==> config.mk <==
export PLATFORM = sky130hd
export DESIGN_NAME = vec_reduce_pipe
export DESIGN_NICKNAME = d
export VERILOG_FILES = /design/src/rtl/vec_reduce_pkg.sv /design/src/rtl/vec_reduce_fifo.sv /design/src/rtl/vec_reduce_pipe.sv
export SDC_FILE = /design/constraint.sdc
export NUM_CORES = 1
export LEC_CHECK = 0
export CAP_MARGIN = 30
export CORE_MARGIN = 2
export CORE_UTILIZATION = 30
export CTS_CLUSTER_DIAMETER = 100
export DETAILED_ROUTE_END_ITERATION = 16
export DONT_BUFFER_PORTS = 1
export GPL_TIMING_DRIVEN = 0
export SETUP_SLACK_MARGIN = 0.1
export SLEW_MARGIN = 20
export SYNTH_ARGS = -nofsm -noshare
export SYNTH_HDL_FRONTEND = slang
export SYNTH_HIERARCHICAL = 1
export SYNTH_SLANG_ARGS = --single-unit
==> constraint.sdc <==
create_clock -name clk -period 2.4 [get_ports clk]
set_clock_uncertainty 0.1 [all_clocks]
set_input_delay 0.36 -clock clk [delete_from_list [all_inputs] [get_ports clk]]
set_output_delay 0.36 -clock clk [all_outputs]
set_load 0.01 [all_outputs]
==> src/rtl/vec_reduce_pkg.sv <==
// Shared types and the per-channel reduction helper for vec_reduce_pipe.
// Channel operands are zero-extended to MAX_WIDTH; only the low 'width' bits take part.
package vec_reduce_pkg;

  typedef enum logic [1:0] {
    RED_OR  = 2'd0,
    RED_AND = 2'd1,
    RED_XOR = 2'd2,
    RED_NOR = 2'd3
  } reduce_mode_t;

  localparam int unsigned MAX_WIDTH = 64;

  function automatic logic reduce_chan(input reduce_mode_t mode,
                                       input logic [MAX_WIDTH-1:0] operand,
                                       input int unsigned width);
    logic any_one;
    logic all_one;
    logic parity;
    logic result;
    any_one = 1'b0;
    all_one = 1'b1;
    parity  = 1'b0;
    result  = 1'b0;
    for (int unsigned i = 0; i < MAX_WIDTH; i++) begin
      if (i < width) begin
        any_one = any_one | operand[i];
        all_one = all_one & operand[i];
        parity  = parity ^ operand[i];
      end
    end
    case (mode)
      RED_OR:  result = any_one;
      RED_AND: result = all_one;
      RED_XOR: result = parity;
      RED_NOR: result = ~any_one;
      default: result = 1'b0;
    endcase
    return result;
  endfunction

endpackage

==> src/rtl/vec_reduce_fifo.sv <==
// Result FIFO for vec_reduce_pipe: power-of-two depth, naturally wrapping pointers.
// rdata_o shows the head entry; it is only meaningful while empty_o is low.
module vec_reduce_fifo #(
  parameter int unsigned DW    = 4,
  parameter int unsigned DEPTH = 2
) (
  input  logic                     clk,
  input  logic                     rst,
  input  logic                     push_i,
  input  logic                     pop_i,
  input  logic [DW-1:0]            wdata_i,
  output logic [DW-1:0]            rdata_o,
  output logic [$clog2(DEPTH):0]   count_o,
  output logic                     full_o,
  output logic                     empty_o
);
  import vec_reduce_pkg::*;

  localparam int unsigned AW = $clog2(DEPTH);
  localparam logic [AW:0] FULL_CNT = (AW+1)'(DEPTH);

  logic [DW-1:0] mem_q [DEPTH];
  logic [AW-1:0] wr_q, wr_d;
  logic [AW-1:0] rd_q, rd_d;
  logic [AW:0]   cnt_q, cnt_d;

  always_comb begin
    wr_d  = wr_q;
    rd_d  = rd_q;
    cnt_d = cnt_q;
    if (push_i) wr_d = wr_q + 1'b1;
    if (pop_i)  rd_d = rd_q + 1'b1;
    case ({push_i, pop_i})
      2'b10:   cnt_d = cnt_q + 1'b1;
      2'b01:   cnt_d = cnt_q - 1'b1;
      default: cnt_d = cnt_q;
    endcase
  end

  always_ff @(posedge clk) begin
    if (rst) begin
      wr_q  <= '0;
      rd_q  <= '0;
      cnt_q <= '0;
    end else begin
      wr_q  <= wr_d;
      rd_q  <= rd_d;
      cnt_q <= cnt_d;
    end
  end

  // NOTE: storage is deliberately not reset; the count gates visibility of every entry.
  always_ff @(posedge clk) begin
    if (push_i) mem_q[wr_q] <= wdata_i;
  end

  assign rdata_o = mem_q[rd_q];
  assign count_o = cnt_q;
  assign full_o  = (cnt_q == FULL_CNT);
  assign empty_o = (cnt_q == '0);

endmodule

==> src/rtl/vec_reduce_pipe.sv <==
// Per-channel OR/AND/XOR/NOR reduction with results queued in an in-order FIFO.
// Accepted requests appear at the output one cycle later at the earliest.
module vec_reduce_pipe #(
  parameter int unsigned WIDTH = 4,
  parameter int unsigned NCHAN = 2,
  parameter int unsigned DEPTH = 2
) (
  input  logic                     clk,
  input  logic                     rst,
  input  logic                     in_valid,
  output logic                     in_ready,
  input  logic [1:0]               in_mode,
  input  logic [NCHAN*WIDTH-1:0]   in_data,
  output logic                     out_valid,
  input  logic                     out_ready,
  output logic [NCHAN-1:0]         out_result,
  output logic [1:0]               out_mode,
  output logic [$clog2(DEPTH):0]   occupancy,
  output logic [15:0]              accepted_cnt
);
  import vec_reduce_pkg::*;

  localparam int unsigned DW = NCHAN + 2;

  logic             push;
  logic             pop;
  logic             fifo_full;
  logic             fifo_empty;
  logic [NCHAN-1:0] res_d;
  logic [DW-1:0]    head;
  logic [15:0]      acc_cnt_q;

  for (genvar c = 0; c < NCHAN; c++) begin : g_chan
    assign res_d[c] = reduce_chan(reduce_mode_t'(in_mode),
                                  MAX_WIDTH'(in_data[c*WIDTH +: WIDTH]), WIDTH);
  end

  // A full FIFO still accepts when the head leaves in the same cycle.
  assign pop      = out_valid && out_ready;
  assign in_ready = !rst && (!fifo_full || pop);
  assign push     = in_valid && in_ready;

  vec_reduce_fifo #(
    .DW    (DW),
    .DEPTH (DEPTH)
  ) u_fifo (
    .clk     (clk),
    .rst     (rst),
    .push_i  (push),
    .pop_i   (pop),
    .wdata_i ({in_mode, res_d}),
    .rdata_o (head),
    .count_o (occupancy),
    .full_o  (fifo_full),
    .empty_o (fifo_empty)
  );

  always_ff @(posedge clk) begin
    if (rst) begin
      acc_cnt_q <= '0;
    end else if (push && acc_cnt_q != 16'hFFFF) begin
      acc_cnt_q <= acc_cnt_q + 16'd1;
    end
  end

  assign out_valid    = !fifo_empty;
  assign out_result   = out_valid ? head[NCHAN-1:0] : '0;
  assign out_mode     = out_valid ? head[DW-1 -: 2] : 2'b00;
  assign accepted_cnt = acc_cnt_q;

endmodule

Word-level counts from Yosys, hierarchy flattened
Memories as Yosys holds them, arrays and structs flattened. A register that Yosys moved wholly into a read port is not among the register bits.
Cells that the tools add are included.
{"block": "totals", "wordCells": 57, "out_inout_bits": 24, "inputBits": 14, "mem_count": 1, "ramBits": 8, "regBits": 20}
{"block": "op_classes", "eq_ne": 7, "n_reduce_logical": 11, "n_mux": 9, "bitwise_logic": 20, "n_addsub": 5}
{"name": "u_fifo.mem_q", "words": 2, "word_bits": 4, "read_ports": 1, "rd_ports_with_merged_regs": 1, "write_ports": 1, "line_no": "vec_reduce_fifo.sv:22", "source": "logic [DW-1:0] mem_q [DEPTH];"}
{"operator": "$add 16x1->16 const B", "n": 1}
{"operator": "$ne 16x16->1 const B", "n": 1}
{"operator": "$eq 2x2->1 const B", "n": 4}
{"operator": "$pmux 1 s4", "n": 2}
{"operator": "$and 1x1->1", "n": 6}
{"operator": "$or 1x1->1", "n": 6}
{"operator": "$xor 1x1->1", "n": 6}
{"operator": "$eq 2x1->1 const B", "n": 2}
{"operator": "$logic_and 1x1->1", "n": 4}
{"operator": "$logic_not 2->1", "n": 2}
{"operator": "$mux 1", "n": 4}
{"operator": "$mux 2", "n": 2}
{"operator": "$pmux 2 s2", "n": 1}
{"operator": "$logic_not 1->1", "n": 3}
{"operator": "$add 1x1->1 const B", "n": 2}
{"operator": "$add 2x1->2 const B", "n": 1}
{"operator": "$not 1->1", "n": 2}
{"operator": "$reduce_bool 2->1", "n": 1}
{"operator": "$sub 2x1->2 const B", "n": 1}
{"operator": "$logic_or 1x1->1", "n": 1}

Depth between registers and ports, before layout
{"block": "logic_depth", "word_depth": 8, "depth_mapped": 10, "depth_no_buf": 10}

Modules after synthesis
Netlist, hierarchy kept.
{"mod": "vec_reduce_pipe", "seq_area_each_um2": 320.3, "n_inst": 1, "area_each_um2": 1121.1, "cells_per_inst": 140}
{"mod": "vec_reduce_fifo", "seq_area_each_um2": 340.3, "n_inst": 1, "area_each_um2": 490.5, "cells_per_inst": 34}

Worst setup path before layout
Ideal clock, no wire load.
{"block": "synth_path", "kind": "register -> register", "startpoint": "reg u_fifo.cnt_q[0] (netlist: u_fifo/count_o[0])", "endpoint": "reg u_fifo.cnt_q[1] (netlist: u_fifo/count_o[1])", "path_stages_with_launch": 10, "arrival_ns": 2.068, "setup_slack_ns": 0.162, "path_cell_list": "dfxtp_1 nor2_1 nand2b_1 inv_1 o211ai_1 inv_1 inv_1 ha_1 or3_1 a21oi_1"}
{"block": "synth_via", "elab_chain_len": 8}
{"element": "from (decl)", "line_no": "vec_reduce_fifo.sv:25", "source": "logic [AW:0] cnt_q, cnt_d;"}
{"element": "from (signal assigned)", "line_no": "vec_reduce_fifo.sv:48", "source": "cnt_q <= cnt_d;"}
{"element": "$logic_not 2->1 (*)", "line_no": "vec_reduce_fifo.sv:60", "source": "assign empty_o = (cnt_q == '0);"}
{"element": "named net fifo_empty", "line_no": "vec_reduce_pipe.sv:28", "source": "logic fifo_empty;"}
{"element": "$logic_not 1->1 (*)", "line_no": "vec_reduce_pipe.sv:66", "source": "assign out_valid = !fifo_empty;"}
{"element": "$logic_and 1x1->1 (*)", "line_no": "vec_reduce_pipe.sv:39", "source": "assign pop = out_valid && out_ready;"}
{"element": "named net pop", "line_no": "vec_reduce_pipe.sv:26", "source": "logic pop;"}
{"element": "$logic_or 1x1->1 (*)", "line_no": "vec_reduce_pipe.sv:40", "source": "assign in_ready = !rst && (!fifo_full || pop);"}
{"element": "$logic_and 1x1->1 (*)", "line_no": "vec_reduce_pipe.sv:40"}
{"element": "$logic_and 1x1->1 (*)", "line_no": "vec_reduce_pipe.sv:41", "source": "assign push = in_valid && in_ready;"}
{"element": "named net push", "line_no": "vec_reduce_pipe.sv:25", "source": "logic push;"}
{"element": "$eq 2x1->1 / $eq 2x2->1 (equally long branches)", "line_no": "vec_reduce_fifo.sv:33", "source": "case ({push_i, pop_i})"}
{"element": "$pmux 2 s2 / $reduce_bool 2->1 (equally long branches)"}
The timed path passes the listed nets; every way through them passes the cells marked *.
A chain may end at the register's enable or synchronous reset.

Final worst setup path
{"block": "layout_path", "startpoint": "reg u_fifo.cnt_q[1] (netlist: u_fifo/count_o[1])", "endpoint": "reg u_fifo.cnt_q[1] (netlist: u_fifo/count_o[1])"}
The elaborated chain is that of the path after synthesis.

==> impl_metrics.ini <==
[outcome]
status = finished, final reports clean

[worst_setup_path]
rr_startpoint = u_fifo/count_o[1]
cp-end-kind = flop
reg2reg_depth = 9
cp.arrival_ps = 2230
path_class = reg -> reg
path_max_fanout = 5
cp_data_required_time_ps = 2520
endpoint = u_fifo/count_o[1]
critPathLaunchType = flop
crit_start = u_fifo/count_o[1]
r2r-end = u_fifo/count_o[1]
ff2ff_setup_slack_ps = 280

[timing]
relSlewSlack_pct = 56.34
finalSetupViolCount = 0
fmax_ghz = 0.4725
fin_setup_tns_ps = 0
period_share_pct = 88.19
finalHoldViolations = 0
rsz0062_at_grt = false
worst_hold_slack_ps = 25.84
fin_ws_ps = 283.5
finalCriticalPeriod_ps = 2116
tightest_slew_ps = 649.0
slew_violations = 0

[logic_synthesis]
syn-cell-area_mm2 = 0.001612
synth_top_family_by_area = simple AND/OR/NAND/NOR gates
syn-instance-count = 174
syn_nets = 194
ys.flop_type = dfxtp_1
synth-edff-count = 8
synthXorXnorAreaFrac_pct = 4.348
ys_types = 42
seq_area_frac_synth_pct = 40.99
synthMuxAreaShare_pct = 7.376
synthSimpleGateAreaFrac_pct = 22.28
yosys_warnings = 6
synthAdderAreaFrac_pct = 4.658
async_flop_share_pct = 0
synth_compound_area_share_pct = 15.84
synth.avg_cell_area_um2 = 9.262
yosys_register_bits = 29

[power_and_ir_drop]
ir_drop_uv = 304.1
powerDensity_mw_per_mm2 = 723.1
power.total_mw = 1.322
p_leak_nw = 0.6659

[place]
numPortBuffers = 0
hpwl_um = 2615
globalplace.congestion = 0.7865
preCtsSetupSlack_ps = -195.2

[clock_tree]
cts_root_buffer = clkbuf_8
clock_latency_ps = 280
cts_made_buffers = 5
cts_tree = yes
clk_path_buf_depth = 2
cts.clk_slew.worst_paths_ps = 70
htree_num_levels = 2
clock-sinks = 29

[drt]
drt_iter0_drc = 58
route.detailed.drc = 0
wl_per_cell_um = 13.76
wl_met1_um = 1596
first_pass_iters = 4
wl_met2_um = 1629
wl_met3_um = 229
vias_per_cell = 5.255
antenna_left = 0
drt_wl_total_um = 3510
vias = 1340
routed.top_layer = met4

[flow_run]
drv_cap = 0

[global_routing]
grt_usage_pct = 11.81
grt_max_degree = 12
grt-ovfl-total = 0
antenna_found_initial = 0
grt_pass1_wl_um = 5616
grt_pass1_vias = 1158

[finish]
nNetsFinal = 204
seq_area_um2 = 665.6
multiInputGateArea_um2 = 888.4
area_growth_pct = 13.43
final_layout_size_suffix_gt1_share_pct = 15.68
diodes = 0
n_fill_cell = 574

[hold_path]
min_path_type = in -> reg

[die]
start_util_pct = 31.35
core_mm2 = 0.005140
rows = 26
ioPinCount = 38
die_area_mm2 = 0.005974
die_h_um = 77.29
die_x_um = 77.29
[where the power goes]
group | total, mW | internal [mW] | switching [mW]
clock network | 0.407 | 0.203 | 0.204
registers | 0.613 | 0.556 | 0.0566
logic | 0.302 | 0.143 | 0.159
[per-layer routing]
| metal | track usage, % | up-vias |
|---|---|---|
| met2 | 18.09 | 32 |
| met4 | 4.821 | 0 |
| met1 | 14.94 | 636 |
| met5 | 0 | - |
| met3 | 4.353 | 5 |
| li1 | - | 667 |
[cells in the final DEF (no fill, tap or decap), types with 2 or more instances in the layout]
master | synthesis | final
dfxtp_1 | 21 | 19
inv_1 | 13 | 12
nor2_1 | 13 | 12
a21oi_1 | 11 | 11
nand2_1 | 10 | 10
nor2b_1 | 8 | 8
edfxtp_1 | 8 | 8
nand3_1 | 7 | 7
mux2_2 | 7 | 7
ha_1 | 6 | 6
xnor2_1 | 5 | 5
nand4_1 | 5 | 5
clkbuf_8 | 0 | 5
o21ai_0 | 4 | 4
buf_4 | 1 | 4
mux2i_1 | 4 | 4
xor2_1 | 3 | 3
clkbuf_1 | 3 | 3
o211ai_1 | 3 | 3
or3_1 | 3 | 3
a211oi_1 | 3 | 3
and3_1 | 3 | 3
nor3_1 | 3 | 3
clkinvlp_4 | 0 | 3
o22ai_1 | 2 | 2
o32a_1 | 2 | 2
nor4_1 | 2 | 2
or4_1 | 2 | 2
a31oi_1 | 2 | 2
a311oi_1 | 2 | 2
nand4b_1 | 2 | 2
o31ai_1 | 2 | 2
and2_1 | 2 | 2
o2111ai_1 | 2 | 2
[worst min-delay path by stage]
stage / from / slack [ps] / cells after the start / end
CTS: rst / 20 / 1 / u_fifo/count_o[0]
detailed placement: rst / 330 / 1 / u_fifo/count_o[1]
global placement: rst / 330 / 1 / u_fifo/count_o[1]
global route: rst / 20 / 1 / u_fifo/count_o[1]
floorplan: rst / 330 / 1 / u_fifo/count_o[1]
finish: rst / 30 / 1 / u_fifo/count_o[1]
[synthesized netlist by cell type (2+ instances only)]
library cell / count / area [um2]
nand2_1: 10 / 37.54
xor2_1: 3 / 26.28
xnor2_1: 5 / 43.79
mux2_2: 7 / 78.83
o31ai_1: 2 / 15.01
edfxtp_1: 8 / 240.2
a211oi_1: 3 / 22.52
nor2_1: 13 / 48.80
a31oi_1: 2 / 12.51
nand4_1: 5 / 31.28
nand3_1: 7 / 35.03
o21ai_0: 4 / 20.02
inv_1: 13 / 48.80
dfxtp_1: 21 / 420.4
o32a_1: 2 / 20.02
nor2b_1: 8 / 50.05
or3_1: 3 / 18.77
nand4b_1: 2 / 17.52
a21oi_1: 11 / 55.05
clkbuf_1: 3 / 11.26
o22ai_1: 2 / 12.51
nor4_1: 2 / 12.51
ha_1: 6 / 75.07
o2111ai_1: 2 / 17.52
nor3_1: 3 / 15.01
and3_1: 3 / 18.77
mux2i_1: 4 / 40.04
and2_1: 2 / 12.51
a311oi_1: 2 / 17.52
or4_1: 2 / 15.01
o211ai_1: 3 / 22.52
[worst max-delay path, stage by stage (launching register included)]
cell and delay (ps):
dfxtp_2 410, nor2_4 50, nand2b_2 210, inv_1 120
o211ai_1 130, inv_2 120, inv_1 60, ha_1 330
or3_1 380, a21oi_1 140
[final cells by class]
class | count | share of cell area, %
Timing Repair Buffer | 3 | 1.232
Sequential cell | 29 | 36.41
Inverter | 13 | 2.669
Buffer | 5 | 1.300
Tap cell | 70 | 4.791
Clock buffer | 5 | 3.765
Clock inverter | 3 | 1.232
Multi-Input combinational cell | 127 | 48.60
[logic make-up (layout without fill, tap and decap cells)]
group,count (synthesis),after routing
AND/OR/NAND/NOR,65,65
AO/OA/AOI/OAI,37,37
flip-flops,29,29
buffers and inverters,18,29
multiplexers,11,11
XOR/XNOR,8,8
adder cells (fa/ha/maj),6,6
[metrics by stage]
step / cells / util, % / cell area [um2]
6_report: 255 / 35.56 / 1828
2_1_floorplan: 174 / - / 1612
3_5_place_dp: 244 / 33.06 / 1699
4_1_cts: 253 / 35.15 / 1807
3_3_place_gp: 244 / 33.06 / 1699
5_1_grt: 255 / 35.56 / 1828
[registers in the layout, indices dropped and copies added (netlist names), named ones only]
name / cells
accepted_cnt: 16
u_fifo/rd_q: 1
u_fifo/wr_q: 1
u_fifo/mem_q: 8
u_fifo/count_o: 2
[timing repair]
action                                 CTS  global route
hold buffers                             0             0
buffers inserted                         1             2
endpoints found under the hold margin    0             0
gates resized for setup                  3             4
setup endpoints to repair                2             1
pin swaps                                1             2
(Power assumes the default switching activity.)
